## src/rtl/arc4_pkg.sv

```systemverilog
// arc4_pkg: shared ARC4 types, PRGA state encoding and timing constants
package arc4_pkg;
  typedef logic [7:0] byte_t;
  typedef enum logic [3:0] {
    IDLE, RD_LEN, LAT_LEN, WR_LEN, RD_SI, LAT_SI, RD_SJ,
    LAT_SJ, WR_SI, WR_SJ, RD_PAD, LAT_PAD, WR_PT
  } prga_state_t;
  localparam int PRGA_CYC_PER_BYTE = 9;
  localparam int PRGA_HDR_CYC = 3;
endpackage

```

## src/rtl/prga.sv

```systemverilog
// prga: ARC4 keystream stage decrypting a length-prefixed ciphertext into plaintext memory
module prga
  import arc4_pkg::*;
(
  input  logic       clk,
  input  logic       rst,
  input  logic       en,
  output logic       rdy,
  output logic [7:0] s_addr,
  input  logic [7:0] s_rddata,
  output logic [7:0] s_wrdata,
  output logic       s_wren,
  output logic [7:0] ct_addr,
  input  logic [7:0] ct_rddata,
  output logic [7:0] pt_addr,
  output logic [7:0] pt_wrdata,
  output logic       pt_wren
);
  prga_state_t state_q, state_d;
  byte_t i_q, i_d, j_q, j_d, k_q, k_d, l_q, l_d, si_q, si_d, sj_q, sj_d;
  always_ff @(posedge clk or posedge rst) begin
    if (rst) begin
      state_q <= IDLE;
      i_q <= '0;
      j_q <= '0;
      k_q <= '0;
      l_q <= '0;
      si_q <= '0;
      sj_q <= '0;
    end else begin
      state_q <= state_d;
      i_q <= i_d;
      j_q <= j_d;
      k_q <= k_d;
      l_q <= l_d;
      si_q <= si_d;
      sj_q <= sj_d;
    end
  end
  always_comb begin
    state_d = state_q;
    i_d = i_q;
    j_d = j_q;
    k_d = k_q;
    l_d = l_q;
    si_d = si_q;
    sj_d = sj_q;
    rdy = 1'b0;
    s_addr = '0;
    s_wrdata = '0;
    s_wren = 1'b0;
    ct_addr = '0;
    pt_addr = '0;
    pt_wrdata = '0;
    pt_wren = 1'b0;
    case (state_q)
      IDLE: begin
        rdy = 1'b1;
        if (en) begin
          state_d = RD_LEN;
          i_d = '0;
          j_d = '0;
          k_d = 8'd1;
        end
      end
      RD_LEN: state_d = LAT_LEN;
      LAT_LEN: state_d = WR_LEN;
      WR_LEN: begin
        l_d = ct_rddata;
        pt_wrdata = ct_rddata;
        pt_wren = 1'b1;
        state_d = (ct_rddata == 8'd0) ? IDLE : RD_SI;
      end
      RD_SI: begin
        i_d = i_q + 8'd1;
        s_addr = i_q + 8'd1;
        state_d = LAT_SI;
      end
      LAT_SI: begin
        s_addr = i_q;
        state_d = RD_SJ;
      end
      RD_SJ: begin
        si_d = s_rddata;
        j_d = j_q + s_rddata;
        s_addr = j_q + s_rddata;
        state_d = LAT_SJ;
      end
      LAT_SJ: begin
        s_addr = j_q;
        state_d = WR_SI;
      end
      WR_SI: begin
        sj_d = s_rddata;
        s_addr = i_q;
        s_wrdata = s_rddata;
        s_wren = 1'b1;
        state_d = WR_SJ;
      end
      WR_SJ: begin
        s_addr = j_q;
        s_wrdata = si_q;
        s_wren = 1'b1;
        state_d = RD_PAD;
      end
      RD_PAD: begin
        s_addr = si_q + sj_q;
        ct_addr = k_q;
        state_d = LAT_PAD;
      end
      LAT_PAD: begin
        s_addr = si_q + sj_q;
        ct_addr = k_q;
        state_d = WR_PT;
      end
      WR_PT: begin
        pt_addr = k_q;
        pt_wrdata = s_rddata ^ ct_rddata;
        pt_wren = 1'b1;
        k_d = (k_q == l_q) ? k_q : k_q + 8'd1;
        state_d = (k_q == l_q) ? IDLE : RD_SI;
      end
      default: state_d = IDLE;
    endcase
  end
endmodule

```

## config.mk

```make
export PLATFORM = sky130hd
export DESIGN_NAME = prga
export DESIGN_NICKNAME = d
export VERILOG_FILES = /design/src/rtl/arc4_pkg.sv /design/src/rtl/prga.sv
export SDC_FILE = /design/constraint.sdc
export NUM_CORES = 1
export LEC_CHECK = 0
export CAP_MARGIN = 20
export CORE_MARGIN = 2
export CORE_UTILIZATION = 35
export CTS_CLUSTER_DIAMETER = 150
export DETAILED_ROUTE_END_ITERATION = 10
export PLACE_DENSITY = 0.64
export SLEW_MARGIN = 20
export SYNTH_ARGS = -nofsm -noshare
export SYNTH_HDL_FRONTEND = slang
export SYNTH_SLANG_ARGS = --single-unit
export TNS_END_PERCENT = 1
```

## constraint.sdc

```tcl
create_clock -name clk -period 11.5 [get_ports clk]
set_clock_uncertainty 0.15 [all_clocks]
set_input_delay 3.45 -clock clk [delete_from_list [all_inputs] [get_ports clk]]
set_output_delay 3.45 -clock clk [all_outputs]
set_load 0.05 [all_outputs]
```

==> results.txt <==
Flip-flop and latch count after synthesis = 52
Leak = 1.945 nW
Ranking of synthesized cells by area = dfrtp_1 (35%), nand2_1 (7.2%), ha_1 (6.8%)
Effective utilization at floorplan = 0.3600
Antenna diode count = 0
Number of pins exceeding their max-slew limit in the final report = 0
Part of the Yosys area used for sequential elements = 0.3517
Startpoint type of the worst setup path = input pin
Seq pwr share = 0.301
Total net switching power = 0.5418 mW
Met1 demand-to-capacity share in global routing = 0.2674
Share of the clock period used by the worst path after layout = 0.8887
Root buffer cell = clkbuf_8
Number of gates resized after cts = 0
Die height = 106.8 um
Worst min-delay path class = reg2reg
Setup Total Neg Slack = 0 ns
Residual DRC count = 0
Nets = 527
Internal power = 0.5840 mW
Number of vias per cell = 5.453
Max-cap violations = 0
Clock power frac = 0.114
Post-synthesis cell type with the largest combined area = dfrtp_1
Startpoint of the lowest-slack hold path = sj_q[4]
Fraction of synthesized cell area taken by the top area cell type = 0.3517
M2 GR Usage = 0.3044
Total congestion overflow = 0
DP HPWL = 7904 um
Count of hold-fix buffers inserted at cts = 0
Number of H-tree levels = 2
Library cell with the highest instance count after synthesis = nand2_1
Beginning of the worst register-to-register path = state_q[0]
Post-CTS Setup Repair Bufs = 0
Crit-path cells = clkdlybuf4s50_1 > ha_1 > inv_1 > fa_1 > nor2b_4 > o31a_1 > o21a_1 > or3_1 > a32oi_1 > a31oi_1 > clkdlybuf4s50_1
Yosys warning count = 0
Headroom to the max-slew limit = 0.3007
P&R area growth vs syn = 21.85%
Count of buffers from port buffering = 61
Sw Share = 0.4812
Antenna Violating Nets Remaining = 0
Synthesized Nets = 478
Global-route met3 utilization = 0.02553
Slowest stage cell on the critical path = clkdlybuf4s50_1
CP required = 7.90 ns
Routability congestion estimate = 0.8365
Die Outline Area = 11,410 sq um
Clock sink count = 52
Count of cell types in the netlist = 51
Power per standard cell area = 249.7 nW/um^2
Maximum vdd ir drop = 97.08 uV
Reg clk slew, reported paths = 0.10 ns
Overall power consumption = 1.126 mW
Slew of the pin with the lowest slew margin = 1.049 ns
Final hold violations = 0
Ratio of cells with drive above 1 in the final layout = 0.06982
Worst-skew pair later-pin latency = 0.31 ns
Post-Syn Instances = 437
Async SR Flop Fraction = 1.000
Critical Path Start = s_rddata[0]
Crit end category = output pin
Routed wire per std cell = 17.29 um
CP Data Arrival Time = 6.62 ns
Avg Synthesized Cell Area = 8.466 sq um
Startpoint-to-endpoint class of the critical path = in2out
Number of global-route vias before repair = 3,176
Number of buffers added by the clock tree synthesis step = 5
Die width = 106.8 um
Number of synthesized flops with an enable pin = 0
Largest stage delay on the critical path = 0.85 ns
Commonest cells post-synth = nand2_1 (71), dfrtp_1 (52), o21ai_0 (40)
Unrepaired setup endpoints after global routing = no
Number of placement rows = 37
Total track usage = 0.1908
Clock tree from TritonCTS = done
Initial antenna violation count = 0
Clock Tree Buf Depth = 2
Most frequent cell on the critical path = clkdlybuf4s50_1
Number of setup violations in the final report = 0
Most used flip-flop cell after synthesis = dfrtp_1
Crit-path max FO = 6
Core Footprint = 10,280 sq um
GR peak layer = met2
Final wirelength = 10,770 um
Number of vias in the routed layout = 3,397
Violation count after the first detailed-route iteration = 219
Total standard cell area after synthesis = 3700 sq um
Wire length of the first global-routing pass = 16,940 um
Achievable frequency = 0.09785 GHz
Crit path time final = 10.22 ns
Result of the run = finished clean
Largest net degree at the start of global routing = 53
Length of the first detailed-routing pass in iterations = 5
Combinational cell fraction of total power = 0.585
Number of top-level pins = 62
==> state kept, by name, indices dropped and copies added, names as in the netlist <==
signal	cells
i_q	8
l_q	8
state_q	4
sj_q	8
si_q	8
j_q	8
k_q	8
==> cell usage in the layout, fill, tap and decap left out, drive strengths merged, types with 3 or more instances in the layout <==
master         count
a211oi             7
a21o               8
a21oi             21
a221oi             3
a22o               3
a31oi              3
and2               6
and3              27
clkbuf             6
clkdlybuf4s50     61
dfrtp             52
ha                20
inv               12
mux2              15
mux2i              9
nand2             71
nand2b             3
nand3              5
nor2              36
nor2b              5
nor3               7
o21a               5
o21ai             48
o22ai              3
o31a               4
o31ai              3
xnor2             16
xor2               3
==> per-layer routing <==
| metal | vias up | wire, um |
|---|---|---|
| li1 | 1654 | - |
| met3 | 12 | 571 |
| met2 | 94 | 5112 |
| met5 | - | 0 |
| met4 | 0 | 200 |
| met1 | 1637 | 4886 |
==> power groups by stage <==
stage	clock network [mW]	logic, mW	registers [mW]
after floorplan	0	0.518	0.302
after global placement	0	0.643	0.336
after detailed placement	0	0.654	0.342
after CTS	0.131	0.657	0.338
after global routing	0.139	0.720	0.352
final	0.129	0.658	0.339
==> critical path, delay by kind of cell <==
kind,cells,cell delay (ns)
compound gates,4,0.72
buf+inv,3,1.51
fa+ha+maj,2,0.66
simple gates,2,0.27
==> layout make-up <==
| cell class | count | area (sq um) |
|---|---|---|
| tap | 136 | 170.2 |
| clock buffer | 6 | 72.57 |
| clock inverter | 2 | 35.03 |
| sequential | 52 | 1301 |
| multi-input combinational | 354 | 2271 |
| fill | 1044 | 5769 |
| inverter | 12 | 47.55 |
| timing repair buffer | 61 | 610.6 |
==> worst paths after layout <==
check | cells past startpoint | endpoint | slack, ns
max | 11 | s_addr[6] | 1.28
min | 1 | sj_q[4] | 0.38
max reg2reg | 5 | i_q[5] | 8.30
min reg2reg | 1 | sj_q[4] | 0.38
max in group asynchronous | 2 | j_q[1] | 7.32
min in group asynchronous | 2 | k_q[7] | 3.45
==> metrics by stage <==
stage / utilization / area, sq um / setup WS, ns / instances / hold WS (ns)
2_1_floorplan: - / 3700 / 2.357 / 437 / 0.3241
3_3_place_gp: 0.4277 / 4395 / 1.428 / 615 / 0.3435
3_5_place_dp: 0.4279 / 4398 / 1.314 / 615 / 0.3498
4_1_cts: 0.4384 / 4506 / 1.297 / 623 / 0.3726
5_1_grt: 0.4386 / 4508 / 1.180 / 623 / 0.3909
6_report: 0.4386 / 4508 / 1.280 / 623 / 0.3751
==> cells by family after synthesis <==
logic type	share of synthesized area
compound gates	0.2056
xor+xnor	0.04498
fa+ha+maj	0.07846
buf+inv	0.03517
flops	0.3517
mux	0.07000
simple gates	0.2141
Note: power is estimated with default switching activity, not from simulation.
==> edit, RTL diff (same flow settings) <==
Reset style: synchronous (`rst`), changed in one clocked block.
--- a/src/rtl/prga.sv
+++ b/src/rtl/prga.sv
@@ -18,7 +18,7 @@
 );
   prga_state_t state_q, state_d;
   byte_t i_q, i_d, j_q, j_d, k_q, k_d, l_q, l_d, si_q, si_d, sj_q, sj_d;
-  always_ff @(posedge clk or posedge rst) begin
+  always_ff @(posedge clk) begin
     if (rst) begin
       state_q <= IDLE;
       i_q <= '0;
Check against the original RTL: differs if rst is asserted again (counterexample within 4 cycles, from zero or initial values and one cycle with rst high); with rst held inactive, the same outputs for 10 cycles.
==> edit against the original RTL <==
  * Sequential cell count stayed put
  * Critical path type unchanged
  * Power down 31%
  * Synthesized area fell by 0.78%
  * Highest routed layer unchanged
  * Register-to-register slack better by 0.29 ns
  * Worst setup slack improved by 0.18 ns
  * Sequential share of layout area down 5.5 points
  * Final area down 0.97%
  * Routed wire length increased by 0.76%
==> edit: results (changes against the original RTL) <==
* Status: completed
* Achievable Freq at 99.57 MHz (+1.8%)
* GRT Total Usage at 0.1934 (+0.002559)
* Vias in the first global route at 3436 (+8.2%)
* Post-synthesis compound-gate area fraction at 0.2229 (+0.01729)
* Synth Area in Adders at 0.07907 (+0.0006150)
* Reg2reg end: k_q[4]
* Met2 usage at 0.3443 (+0.03995)
* Yosys cell types at 57 (+12%)
* FF-to-FF path depth at 6 (+1)
* Top cells by area, synth: dfxtp_1 (28%), nand2_1 (8.4%), a21oi_1 (7.4%), ha_1 (6.8%), mux2i_1 (4.1%)
* Worst reg2reg setup slack at 8.59 ns (+0.29 ns)
* DR pass1 iterations at 6 (+1)
* Sequential area share after synthesis at 0.2836 (-0.06814)
* Layout cells sized above 1 at 0.04915 (-0.02067)
* Mapped Nets at 528 (+10%)
* First-pass GRT wire length at 17610 µm (+3.9%)
* CTS Buf Count at 5 (unchanged)
* Leak at 1.646 nW (-15%)
* Vias after detailed routing at 3624 (+6.7%)
* Pin count of the biggest net entering global routing at 47 (-11%)
* Initial DRC count at 258 (+18%)
* Post-cts sizing count at 0 (unchanged)
* Hold endpoint: sj_q[3]
* Final #Nets at 569 (+8.0%)
* Peak VDD IR at 0.07415 mV (-24%)
* GR Util met1 at 0.2498 (-0.01762)
* R2R Path Start: state_q[0]
* Met3 Track Usage GR at 0.02882 (+0.003285)
* Mux share of post-synthesis cell area at 0.04703 (-0.02297)
* Wire length per cell at 16.32 µm (-5.6%)
* Gpl congestion at 0.9153 (+9.4%)
* Post-synthesis async set-or-reset flop share at 0 (-1.000)
* Worst path max stage delay at 0.83 ns (-0.02 ns)
* HP Start: sj_q[3]
* HPWL after DPL at 7991 µm (+1.1%)
* Dpl ws at 1.484 ns (+0.1701 ns)
edit: cell count changes in the layout (fill, tap and decap cells not counted), moves of 8 or more:
| cell | before | now |
|---|---|---|
| nand2_1 | 71 | 82 |
| mux2_2 | 15 | 2 |
| and3_1 | 26 | 18 |
| xor2_1 | 3 | 16 |
| a21oi_1 | 21 | 54 |
| o21ai_0 | 40 | 29 |
| dfxtp_1 | 0 | 52 |
| dfrtp_1 | 52 | 0 |
edit: final cells by class:
cell class | count | area (µm²)
repair buffers | 63 | 625.6
fillers | 1025 | 5767
flip-flops and latches | 52 | 1041
clock inverters | 1 | 30.03
clock buffers | 7 | 96.34
well taps | 136 | 170.2
multi-input cells | 395 | 2460
inverters | 11 | 41.29
edit: per-layer routing:
layer | share of wire | vias up | wire length [µm]
met4 | 0.0096 | 0 | 104
met5 | 0 | - | 0
li1 | - | 1798 | -
met1 | 0.46 | 1719 | 4979
met3 | 0.044 | 14 | 475
met2 | 0.49 | 93 | 5292
edit: worst max path at each step:
stage                 from   endpoint  depth (start not counted)
2_1_floorplan  s_rddata[0]  s_addr[6]                          9
3_3_place_gp   s_rddata[0]  s_addr[6]                         11
3_5_place_dp   s_rddata[0]  s_addr[6]                         11
4_1_cts        s_rddata[0]  s_addr[6]                         11
5_1_grt        s_rddata[0]  s_addr[6]                         11
6_report       s_rddata[0]  s_addr[6]                         11
edit: stage by stage:
stage,std cells,instance area [µm²],hold slack (ns)
6_report,665,4464,0.3184
5_1_grt,665,4464,0.3397
4_1_cts,665,4464,0.3191
3_5_place_dp,657,4338,0.3048
3_3_place_gp,657,4338,0.2968
2_1_floorplan,487,3671,0.2900
edit: power breakdown:
group | switching (W) | internal [W]
logic | 0.000267 | 0.000127
clock network | 0.0000646 | 0.0000770
registers | 0.0000391 | 0.000201
